<file path="src/rtl/tank_pkg.sv">
// Shared constants, state encoding and quadrant helpers for the tank projectile logic.
package tank_pkg;

    localparam int unsigned NUM_ANGLES   = 45;
    localparam int unsigned FRAC_BITS    = 8;
    localparam int unsigned POS_W        = 10;
    localparam int unsigned ACC_W        = POS_W + FRAC_BITS;
    localparam int unsigned STEP_W       = 12;
    localparam int unsigned ANGLE_W      = 6;
    localparam int unsigned TRIG_W       = 16;
    localparam int unsigned SCREEN_X_MAX = 639;
    localparam int unsigned SCREEN_Y_MAX = 479;

    // Quadrant boundaries in direction-index units (8 degrees per step).
    localparam int unsigned Q1_LAST  = 11;
    localparam int unsigned Q2_FIRST = 12;
    localparam int unsigned Q2_LAST  = 22;
    localparam int unsigned Q3_FIRST = 23;
    localparam int unsigned Q3_LAST  = 33;
    localparam int unsigned Q4_FIRST = 34;

    typedef enum logic [1:0] {
        IDLE = 2'd0,
        LOAD = 2'd1,
        FLY  = 2'd2
    } state_e;

    function automatic logic x_neg_of(input logic [ANGLE_W-1:0] angle);
        return (angle >= ANGLE_W'(Q2_FIRST)) && (angle <= ANGLE_W'(Q3_LAST));
    endfunction

    // Index 0 is horizontal, so it never moves up.
    function automatic logic y_up_of(input logic [ANGLE_W-1:0] angle);
        return (angle >= ANGLE_W'(1)) && (angle <= ANGLE_W'(Q2_LAST));
    endfunction

endpackage

</file>
<file path="src/rtl/axis_step.sv">
// One-axis fixed-point position update with reflection off the 0 and bound edges.
module axis_step
    import tank_pkg::*;
(
    input  logic [ACC_W-1:0]  acc_i,
    input  logic [STEP_W-1:0] step_i,
    input  logic              sub_i,
    input  logic [POS_W-1:0]  bound_i,
    output logic [ACC_W-1:0]  acc_o,
    output logic              sub_o
);

    logic [ACC_W:0] step_ext;
    logic [ACC_W:0] sum_ext;

    always_comb begin
        step_ext = (ACC_W+1)'(step_i);
        sum_ext  = sub_i ? ({1'b0, acc_i} - step_ext) : ({1'b0, acc_i} + step_ext);
        acc_o    = sum_ext[ACC_W-1:0];
        sub_o    = sub_i;
        // Extra top bit catches underflow when moving toward 0.
        if (sub_i && sum_ext[ACC_W]) begin
            acc_o = '0;
            sub_o = 1'b0;
        end else if (!sub_i && (sum_ext[ACC_W:FRAC_BITS] > (POS_W+1)'(bound_i))) begin
            acc_o = {bound_i, FRAC_BITS'(0)};
            sub_o = 1'b1;
        end
    end

endmodule

</file>
<file path="src/rtl/bullet_motion.sv">
// Single-bullet mover: accepts a fire request, then steps position once per frame tick
// using externally looked-up sin/cos magnitudes, bouncing off screen edges until expiry.
module bullet_motion
    import tank_pkg::*;
#(
    parameter int unsigned SPEED    = 2,
    parameter int unsigned LIFETIME = 300,
    parameter int unsigned X_MAX    = SCREEN_X_MAX,
    parameter int unsigned Y_MAX    = SCREEN_Y_MAX
) (
    input  logic               Clk,
    input  logic               Reset,
    input  logic               frame_clk,
    input  logic               fire,
    input  logic [POS_W-1:0]   fire_x,
    input  logic [POS_W-1:0]   fire_y,
    input  logic [ANGLE_W-1:0] fire_angle,
    output logic               fire_ack,
    output logic [ANGLE_W-1:0] angle_o,
    input  logic [TRIG_W-1:0]  sin_i,
    input  logic [TRIG_W-1:0]  cos_i,
    output logic               active,
    output logic [POS_W-1:0]   bullet_x,
    output logic [POS_W-1:0]   bullet_y
);

    localparam int unsigned LIFE_W = (LIFETIME < 2) ? 1 : $clog2(LIFETIME + 1);

    state_e              state_q, state_d;
    logic                frame_q;
    logic                tick_c;
    logic                fire_ack_q, fire_ack_d;
    logic                active_q, active_d;
    logic [ANGLE_W-1:0]  angle_q, angle_d;
    logic [ANGLE_W-1:0]  angle_eff_c;
    logic [ACC_W-1:0]    acc_x_q, acc_x_d;
    logic [ACC_W-1:0]    acc_y_q, acc_y_d;
    logic [STEP_W-1:0]   step_x_q, step_x_d;
    logic [STEP_W-1:0]   step_y_q, step_y_d;
    logic                x_neg_q, x_neg_d;
    logic                y_up_q, y_up_d;
    logic [LIFE_W-1:0]   life_q, life_d;
    logic [ACC_W-1:0]    nxt_x_c, nxt_y_c;
    logic                nxt_x_neg_c, nxt_y_up_c;
    logic                unused_trig_hi;

    assign tick_c         = frame_clk & ~frame_q;
    assign angle_eff_c    = (fire_angle > ANGLE_W'(NUM_ANGLES - 1)) ? '0 : fire_angle;
    assign unused_trig_hi = ^{sin_i[TRIG_W-1:9], cos_i[TRIG_W-1:9]};

    axis_step u_axis_x (
        .acc_i   (acc_x_q),
        .step_i  (step_x_q),
        .sub_i   (x_neg_q),
        .bound_i (POS_W'(X_MAX)),
        .acc_o   (nxt_x_c),
        .sub_o   (nxt_x_neg_c)
    );

    // Screen Y grows downward, so "up" subtracts.
    axis_step u_axis_y (
        .acc_i   (acc_y_q),
        .step_i  (step_y_q),
        .sub_i   (y_up_q),
        .bound_i (POS_W'(Y_MAX)),
        .acc_o   (nxt_y_c),
        .sub_o   (nxt_y_up_c)
    );

    always_comb begin
        state_d    = state_q;
        fire_ack_d = 1'b0;
        active_d   = active_q;
        angle_d    = angle_q;
        acc_x_d    = acc_x_q;
        acc_y_d    = acc_y_q;
        step_x_d   = step_x_q;
        step_y_d   = step_y_q;
        x_neg_d    = x_neg_q;
        y_up_d     = y_up_q;
        life_d     = life_q;

        case (state_q)
            IDLE: begin
                // A coincident tick is simply dropped here.
                if (fire) begin
                    acc_x_d    = {fire_x, FRAC_BITS'(0)};
                    acc_y_d    = {fire_y, FRAC_BITS'(0)};
                    angle_d    = angle_eff_c;
                    x_neg_d    = x_neg_of(angle_eff_c);
                    y_up_d     = y_up_of(angle_eff_c);
                    fire_ack_d = 1'b1;
                    state_d    = LOAD;
                end
            end
            LOAD: begin
                step_x_d = STEP_W'(SPEED) * STEP_W'(cos_i[8:0]);
                step_y_d = STEP_W'(SPEED) * STEP_W'(sin_i[8:0]);
                life_d   = LIFE_W'(LIFETIME);
                active_d = 1'b1;
                state_d  = FLY;
            end
            FLY: begin
                if (tick_c) begin
                    acc_x_d = nxt_x_c;
                    acc_y_d = nxt_y_c;
                    x_neg_d = nxt_x_neg_c;
                    y_up_d  = nxt_y_up_c;
                    life_d  = life_q - LIFE_W'(1);
                    if (life_q <= LIFE_W'(1)) begin
                        life_d   = '0;
                        active_d = 1'b0;
                        state_d  = IDLE;
                    end
                end
            end
            default: begin
                state_d  = IDLE;
                active_d = 1'b0;
            end
        endcase
    end

    always_ff @(posedge Clk or posedge Reset) begin
        if (Reset) begin
            state_q    <= IDLE;
            frame_q    <= 1'b0;
            fire_ack_q <= 1'b0;
            active_q   <= 1'b0;
            angle_q    <= '0;
            acc_x_q    <= '0;
            acc_y_q    <= '0;
            step_x_q   <= '0;
            step_y_q   <= '0;
            x_neg_q    <= 1'b0;
            y_up_q     <= 1'b0;
            life_q     <= '0;
        end else begin
            state_q    <= state_d;
            frame_q    <= frame_clk;
            fire_ack_q <= fire_ack_d;
            active_q   <= active_d;
            angle_q    <= angle_d;
            acc_x_q    <= acc_x_d;
            acc_y_q    <= acc_y_d;
            step_x_q   <= step_x_d;
            step_y_q   <= step_y_d;
            x_neg_q    <= x_neg_d;
            y_up_q     <= y_up_d;
            life_q     <= life_d;
        end
    end

    assign fire_ack = fire_ack_q;
    assign active   = active_q;
    assign angle_o  = angle_q;
    assign bullet_x = acc_x_q[ACC_W-1:FRAC_BITS];
    assign bullet_y = acc_y_q[ACC_W-1:FRAC_BITS];

endmodule
</file>
<file path="config.mk">
export PLATFORM = sky130hd
export DESIGN_NAME = bullet_motion
export DESIGN_NICKNAME = d
export VERILOG_FILES = /design/src/rtl/tank_pkg.sv /design/src/rtl/axis_step.sv /design/src/rtl/bullet_motion.sv
export SDC_FILE = /design/constraint.sdc
export NUM_CORES = 1
export LEC_CHECK = 0
export CORE_ASPECT_RATIO = 0.5
export CORE_MARGIN = 2
export CORE_UTILIZATION = 30
export DETAILED_ROUTE_END_ITERATION = 8
export PLACE_DENSITY = 0.56
export SLEW_MARGIN = 20
export SYNTH_ARGS = -nofsm -noshare
export SYNTH_HDL_FRONTEND = slang
export SYNTH_SLANG_ARGS = --single-unit
</file>
<file path="constraint.sdc">
create_clock -name Clk -period 5.7 [get_ports Clk]
set_clock_uncertainty 0.1 [all_clocks]
set_input_delay 1.14 -clock Clk [delete_from_list [all_inputs] [get_ports Clk]]
set_output_delay 1.14 -clock Clk [all_outputs]
set_load 0.05 [all_outputs]
</file>
Word level (Yosys, flattened, before mapping). Cells that the tools add are included.

Register bits: 76. Bits of input ports: 62. Output and inout port bits: 28. Logic and storage cells: 88.

Add/subtract/negate cells: 5. Magnitude comparators: 8. Equal/unequal tests: 7. Mux-type cells: 35. Bitwise gates (word level): 3. Reductions and logical operators: 18.

Operators with widths (count): 18-bit two-way mux (8); 18-bit one-hot mux with 2 select lines (2); 18-bit by 10-bit adder with 19-bit output (2); 19-bit two-way mux (2); 18-bit by 10-bit subtractor with 19-bit output (2); 9-bit two-way mux (2); 9-bit one-hot mux with 2 select lines (1); 1-bit two-way mux (12); 11-bit by 10-bit > comparator with 1-bit output, second input constant (1); 11-bit by 9-bit > comparator with 1-bit output, second input constant (1); 9-bit by 1-bit <= comparator with 1-bit output, second input constant (1); 3-bit AND reduction (3); 9-bit by 1-bit subtractor with 9-bit output, second input constant (1); 4-bit AND reduction (2); 6-bit by 1-bit greater-or-equal comparator with 1-bit output, second input constant (1); 6-bit by 4-bit greater-or-equal comparator with 1-bit output, second input constant (1); 6-bit > comparator, second input constant (1); 6-bit by 5-bit <= comparator with 1-bit output, second input constant (1); 6-bit <= comparator, second input constant (1); 1-bit logical AND (6); 2-bit two-way mux (3); 6-bit two-way mux (1); 2-bit inequality test, second input constant (3); 3-bit by 1-bit inequality test with 1-bit output, second input constant (2); 11 further kinds (16).

Logic depth before layout (Yosys ltp).
Depth after elaboration: 8. Mapped depth: 17. Mapped depth without buffers: 15.

Cells and area by module. A second synthesis with hierarchy kept.

Cells, all modules: 864. Area total of the unflattened synthesis: 6911.6 µm².

Modules (own cells, without submodules): bullet_motion (instances 1, cells each 368, area each 3482.1 µm², sequential area each 1901.8 µm²); axis_step (u_axis_y) (instances 1, cells each 248, area each 1740.4 µm², sequential area each 0.0 µm²); axis_step (u_axis_x) (instances 1, cells each 248, area each 1689.1 µm², sequential area each 0.0 µm²).

Worst setup path before layout. OpenSTA, ideal clock, no wires.

Path kind: reg-to-reg. From: register step_x_q[3]. To: register acc_x_q[1]. Setup time: 122 ps. Arrival: 3629 ps. Required time: 5478 ps. Setup slack: 1850 ps. Cell stages (with the launch flop): 15. Path buffers: 2. Clock period less this slack: 3850 ps. Cells stage by stage: dfrtp_1 -> or4_4 -> nor4_1 -> ha_1 -> mux2i_1 -> ha_1 -> and2_1 -> a32o_1 -> o21ai_1 -> a31oi_1 -> o31a_1 -> clkbuf_1 -> and2_1 -> clkbuf_1 -> a32o_1.

Word-level cells in the longest chain between the ends: 8. Elaborated cells on any way between the ends: 10. Classes of those cells: 2 x add/sub; 1 x order compare; 5 x mux; 2 x reduce/logical.

Ends and longest elaborated chain: start, declared (line bullet_motion.sv:38) `logic [STEP_W-1:0] step_x_q, step_x_d;`; start signal, assigned (line bullet_motion.sv:146) `step_x_q <= step_x_d;`; 18-bit by 10-bit adder with 19-bit output / 18-bit by 10-bit subtractor with 19-bit output (equally long branches) (line axis_step.sv:18) `sum_ext = sub_i ? ({1'b0, acc_i} - step_ext) : ({1'b0, acc_i} + step_ext);`; 19-bit two-way mux * (line axis_step.sv:18); 11-bit by 10-bit > comparator with 1-bit output (line axis_step.sv:25) `end else if (!sub_i && (sum_ext[ACC_W:FRAC_BITS] > (POS_W+1)'(bound_i))) begin`; 1-bit logical AND (line axis_step.sv:25); 18-bit two-way mux (line axis_step.sv:25); 18-bit two-way mux * (line axis_step.sv:22) `if (sub_i && sum_ext[ACC_W]) begin`; 18-bit two-way mux * (line bullet_motion.sv:104) `if (tick_c) begin`; 18-bit one-hot mux with 2 select lines * (line bullet_motion.sv:83) `case (state_q)`; end signal, assigned (line bullet_motion.sv:131) `acc_x_q <= '0;`; end signal, assigned (line bullet_motion.sv:144) `acc_x_q <= acc_x_d;`; end, declared (line bullet_motion.sv:36) `logic [ACC_W-1:0] acc_x_q, acc_x_d;`.

Mark *: on every way between the ends. The rest lies on a longest branch, timed or not. The select of a mux whose other input is x is not followed. A chain may end at the register's enable or synchronous reset.

Final worst setup path.
From: register step_y_q[4]. To: register acc_y_q[4].

Word-level cells in the longest chain between the ends: 8. Elaborated cells on any way between the ends: 10. Classes of those cells: 2 x add/sub; 1 x order compare; 5 x mux; 2 x reduce/logical.

Ends and longest elaborated chain: start, declared (line bullet_motion.sv:39) `logic [STEP_W-1:0] step_y_q, step_y_d;`; start signal, assigned (line bullet_motion.sv:147) `step_y_q <= step_y_d;`; 18-bit by 10-bit adder with 19-bit output / 18-bit by 10-bit subtractor with 19-bit output (equally long branches) (line axis_step.sv:18); 19-bit two-way mux * (line axis_step.sv:18); 11-bit by 9-bit > comparator with 1-bit output (line axis_step.sv:25); 1-bit logical AND (line axis_step.sv:25); 18-bit two-way mux (line axis_step.sv:25); 18-bit two-way mux * (line axis_step.sv:22); 18-bit two-way mux * (line bullet_motion.sv:104); 18-bit one-hot mux with 2 select lines * (line bullet_motion.sv:83); end signal, assigned (line bullet_motion.sv:145) `acc_y_q <= acc_y_d;`; end, declared (line bullet_motion.sv:37) `logic [ACC_W-1:0] acc_y_q, acc_y_d;`.

Marks and branches as above.

==> summary.txt <==
==================================================================================================
Final period util                                                                            76.4%
Final Critical Period                                                                      4.36 ns
Vias post-DR                                                                                  5185
Path type of the worst min-delay path                                                      reg2reg
FP Rows                                                                                         35
Global-route wire length before repair                                                    26100 um
RSZ-0062 raised after global routing                                                         false
Critical path data required time                                                           5.80 ns
Area of the die                                                                          20500 um2
Overflow left after global routing                                                               0
Gate Count Post-Synth                                                                          708
Dpl hpwl                                                                                  11800 um
Number of detailed-routing iterations run before antenna repair                                  5
Ratio of routed vias to standard cells                                                        5.10
Non-filler instance count after layout                                                        1017
Width of the die                                                                            200 um
Area of the multi-input gates                                                             3580 um2
Antenna violations before repair                                                                 0
Insertion delay of the later-clocked pin in the worst-skew pair                            0.34 ns
Total global routing track utilization                                                       15.9%
Worst Hold Slack                                                                          0.366 ns
Count of nets after finishing                                                                  859
Classification of the worst setup path                                                     reg2reg
Synthesized area                                                                          5790 um2
Kind of end point of the critical path                                                   flip-flop
Total Wirelength                                                                          15600 um
Clock tree from TritonCTS                                                                      yes
Number of filler instances in the final layout                                                1955
Maximum fanout count along the critical path                                                     7
Register area share after synthesis                                                          32.0%
Number of synthesized flops with an enable pin                                                   0
Number of synthesized register bits                                                             74
Inserted Diodes                                                                                  0
WP data arrival                                                                            4.45 ns
Setup total negative slack                                                                    0 ns
Sequential cell area                                                                      1850 um2
Depth of the CTS H-tree                                                                          3
Top flip-flop cell by instance count after synthesis                                  sky130_fd_sc_hd__dfrtp_1
Number of max-cap violations                                                                     0
Number of global-route vias before repair                                                     5164
Area share of the leading cell type in the synthesized netlist                               32.0%
Status                                                                                complete, no violations
Final core utilization                                                                       37.2%
Number of failing hold endpoints at the final stage                                              0
Maximum number of buffers from clock root to sink                                                2
Register-to-Register Setup Slack                                                           1.34 ns
Die height                                                                                  102 um
Slew of the pin with the lowest slew margin                                                1.04 ns
Antenna-violating nets left                                                                      0
Clock transition time at the flip-flop clock pins of the worst setup and hold paths        0.07 ns
Cell at the root of the clock tree                                                    sky130_fd_sc_hd__clkbuf_16
Routed wire length per instance                                                            15.3 um
Maximum number of pins on one net before global-route repair                                    50
Number of placed instances with taps included                                                 1002
Netlist cell types                                                                              68
# DRC                                                                                            0
Library cell occupying the most area in the post-synthesis netlist                    sky130_fd_sc_hd__dfrtp_1
Top cells by area, synth                                                              sky130_fd_sc_hd__dfrtp_1 32%, sky130_fd_sc_hd__ha_1 8.9%, sky130_fd_sc_hd__nand2_1 8.0%
DRC marker count from the first detailed-route iteration                                       308
Number of buffers added on ports                                                                75
I/O pins                                                                                        90
Synth Net Count                                                                                813
Starting utilization of the core area                                                        31.0%
Element type at the critical path start                                                  flip-flop
Number of buffers added by the clock tree synthesis step                                         9
Final number of setup-violating endpoints                                                        0
Buffers inserted by post-CTS timing repair                                                       0
Fraction of registers with async set/reset                                                    100%
Fmax                                                                                       230 MHz
Mean cell area of the mapped netlist                                                      8.17 um2
Count of yosys warnings during synthesis                                                         0
Number of gates resized after cts                                                                0
Routability congestion estimate                                                              0.847
Worst relative slew slack                                                                    30.3%
Commonest cells in the netlist                                                        124 x sky130_fd_sc_hd__nand2_1, 74 x sky130_fd_sc_hd__dfrtp_1, 52 x sky130_fd_sc_hd__a21oi_1
Count of pins over their slew limit                                                              0
Most frequent cell after synthesis                                                    sky130_fd_sc_hd__nand2_1
Hold buffer count at CTS                                                                         0
Core Area                                                                                18700 um2
Synth-to-Final Area Change                                                                   20.0%
CTS sink cnt                                                                                    74
Fraction of final layout cells sized beyond drive strength 1                                 6.07%
==================================================================================================
layer usage:
metal / routed length, um / track usage, %
met1: 7300 / 19.9
met2: 7550 / 28.8
met3: 516 / 2.71
met4: 244 / 4.50
met5: 0 / 0
path summary, 6_finish.rpt:
kind | start | to | cells after the start
worst min-delay path | angle_o[0] | angle_o[0] | 2
max in group asynchronous | Reset | acc_y_q[16] | 3
min in group asynchronous | Reset | step_y_q[2] | 2
worst max register to register | step_y_q[4] | acc_y_q[4] | 14
worst min register to register | angle_o[0] | angle_o[0] | 2
worst max-delay path | step_y_q[4] | acc_y_q[4] | 14
area by class of cell:
| class | instances | share of cell area, % |
|---|---|---|
| clock buffers | 9 | 3.24 |
| flip-flops and latches | 74 | 26.7 |
| clock inverters | 6 | 0.973 |
| multi-input cells | 560 | 51.5 |
| inverters | 29 | 1.59 |
| well taps | 259 | 4.67 |
| repair buffers | 80 | 11.3 |
cell families after synthesis:
| kind of cell | synth area share [%] |
|---|---|
| and+or+nand+nor | 20.8 |
| AOI/OAI and AO/OA | 24.5 |
| buffers and inverters | 6.25 |
| DFF | 32.0 |
| adders and majority gates | 9.56 |
| xor gates and xnor gates | 5.60 |
| muxes | 1.28 |
registers in the layout, summed over array words and instances, names as in the netlist:
name      flops
frame_q       1
step_y_q      9
angle_o       6
active        1
life_q        9
acc_x_q      17
fire_ack      1
acc_y_q      17
y_up_q        1
x_neg_q       1
step_x_q      9
state_q       2
placed cells by master (no fill, tap or decap), types with 11 or more instances in the layout:
cell type / count
sky130_fd_sc_hd__o21ai_0: 44
sky130_fd_sc_hd__a31oi_1: 20
sky130_fd_sc_hd__nor3_1: 15
sky130_fd_sc_hd__nand3_1: 16
sky130_fd_sc_hd__xnor2_1: 26
sky130_fd_sc_hd__inv_1: 26
sky130_fd_sc_hd__clkdlybuf4s50_1: 75
sky130_fd_sc_hd__o22ai_1: 15
sky130_fd_sc_hd__ha_1: 41
sky130_fd_sc_hd__dfrtp_1: 74
sky130_fd_sc_hd__xor2_1: 11
sky130_fd_sc_hd__a21oi_1: 52
sky130_fd_sc_hd__a21o_1: 12
sky130_fd_sc_hd__nand2_1: 124
sky130_fd_sc_hd__nor2_1: 47
critical path: stages (launching register included):
cell and delay, ns:
sky130_fd_sc_hd__dfrtp_1 0.42, sky130_fd_sc_hd__nor3_1 0.35, sky130_fd_sc_hd__nor3b_1 0.53, sky130_fd_sc_hd__and2_1 0.29, sky130_fd_sc_hd__ha_1 0.25, sky130_fd_sc_hd__mux2i_1 0.13
sky130_fd_sc_hd__ha_1 0.31, sky130_fd_sc_hd__a21oi_1 0.24, sky130_fd_sc_hd__o21ai_0 0.11, sky130_fd_sc_hd__nand3_1 0.12, sky130_fd_sc_hd__o21ai_1 0.12, sky130_fd_sc_hd__o31ai_4 0.36
sky130_fd_sc_hd__mux2_2 0.40, sky130_fd_sc_hd__o211ai_1 0.29, sky130_fd_sc_hd__o21ai_0 0.19
through the flow:
stage / area (um2) / setup slack (ns)
after floorplan: 5790 / 1.85
after global placement: 6650 / 1.37
after detailed placement: 6650 / 1.33
after CTS: 6940 / 1.33
after global routing: 6950 / 0.937
final: 6950 / 1.34
Power is not shown: default switching activity piles up to over one toggle a cycle in this logic, so the estimate is an artifact.
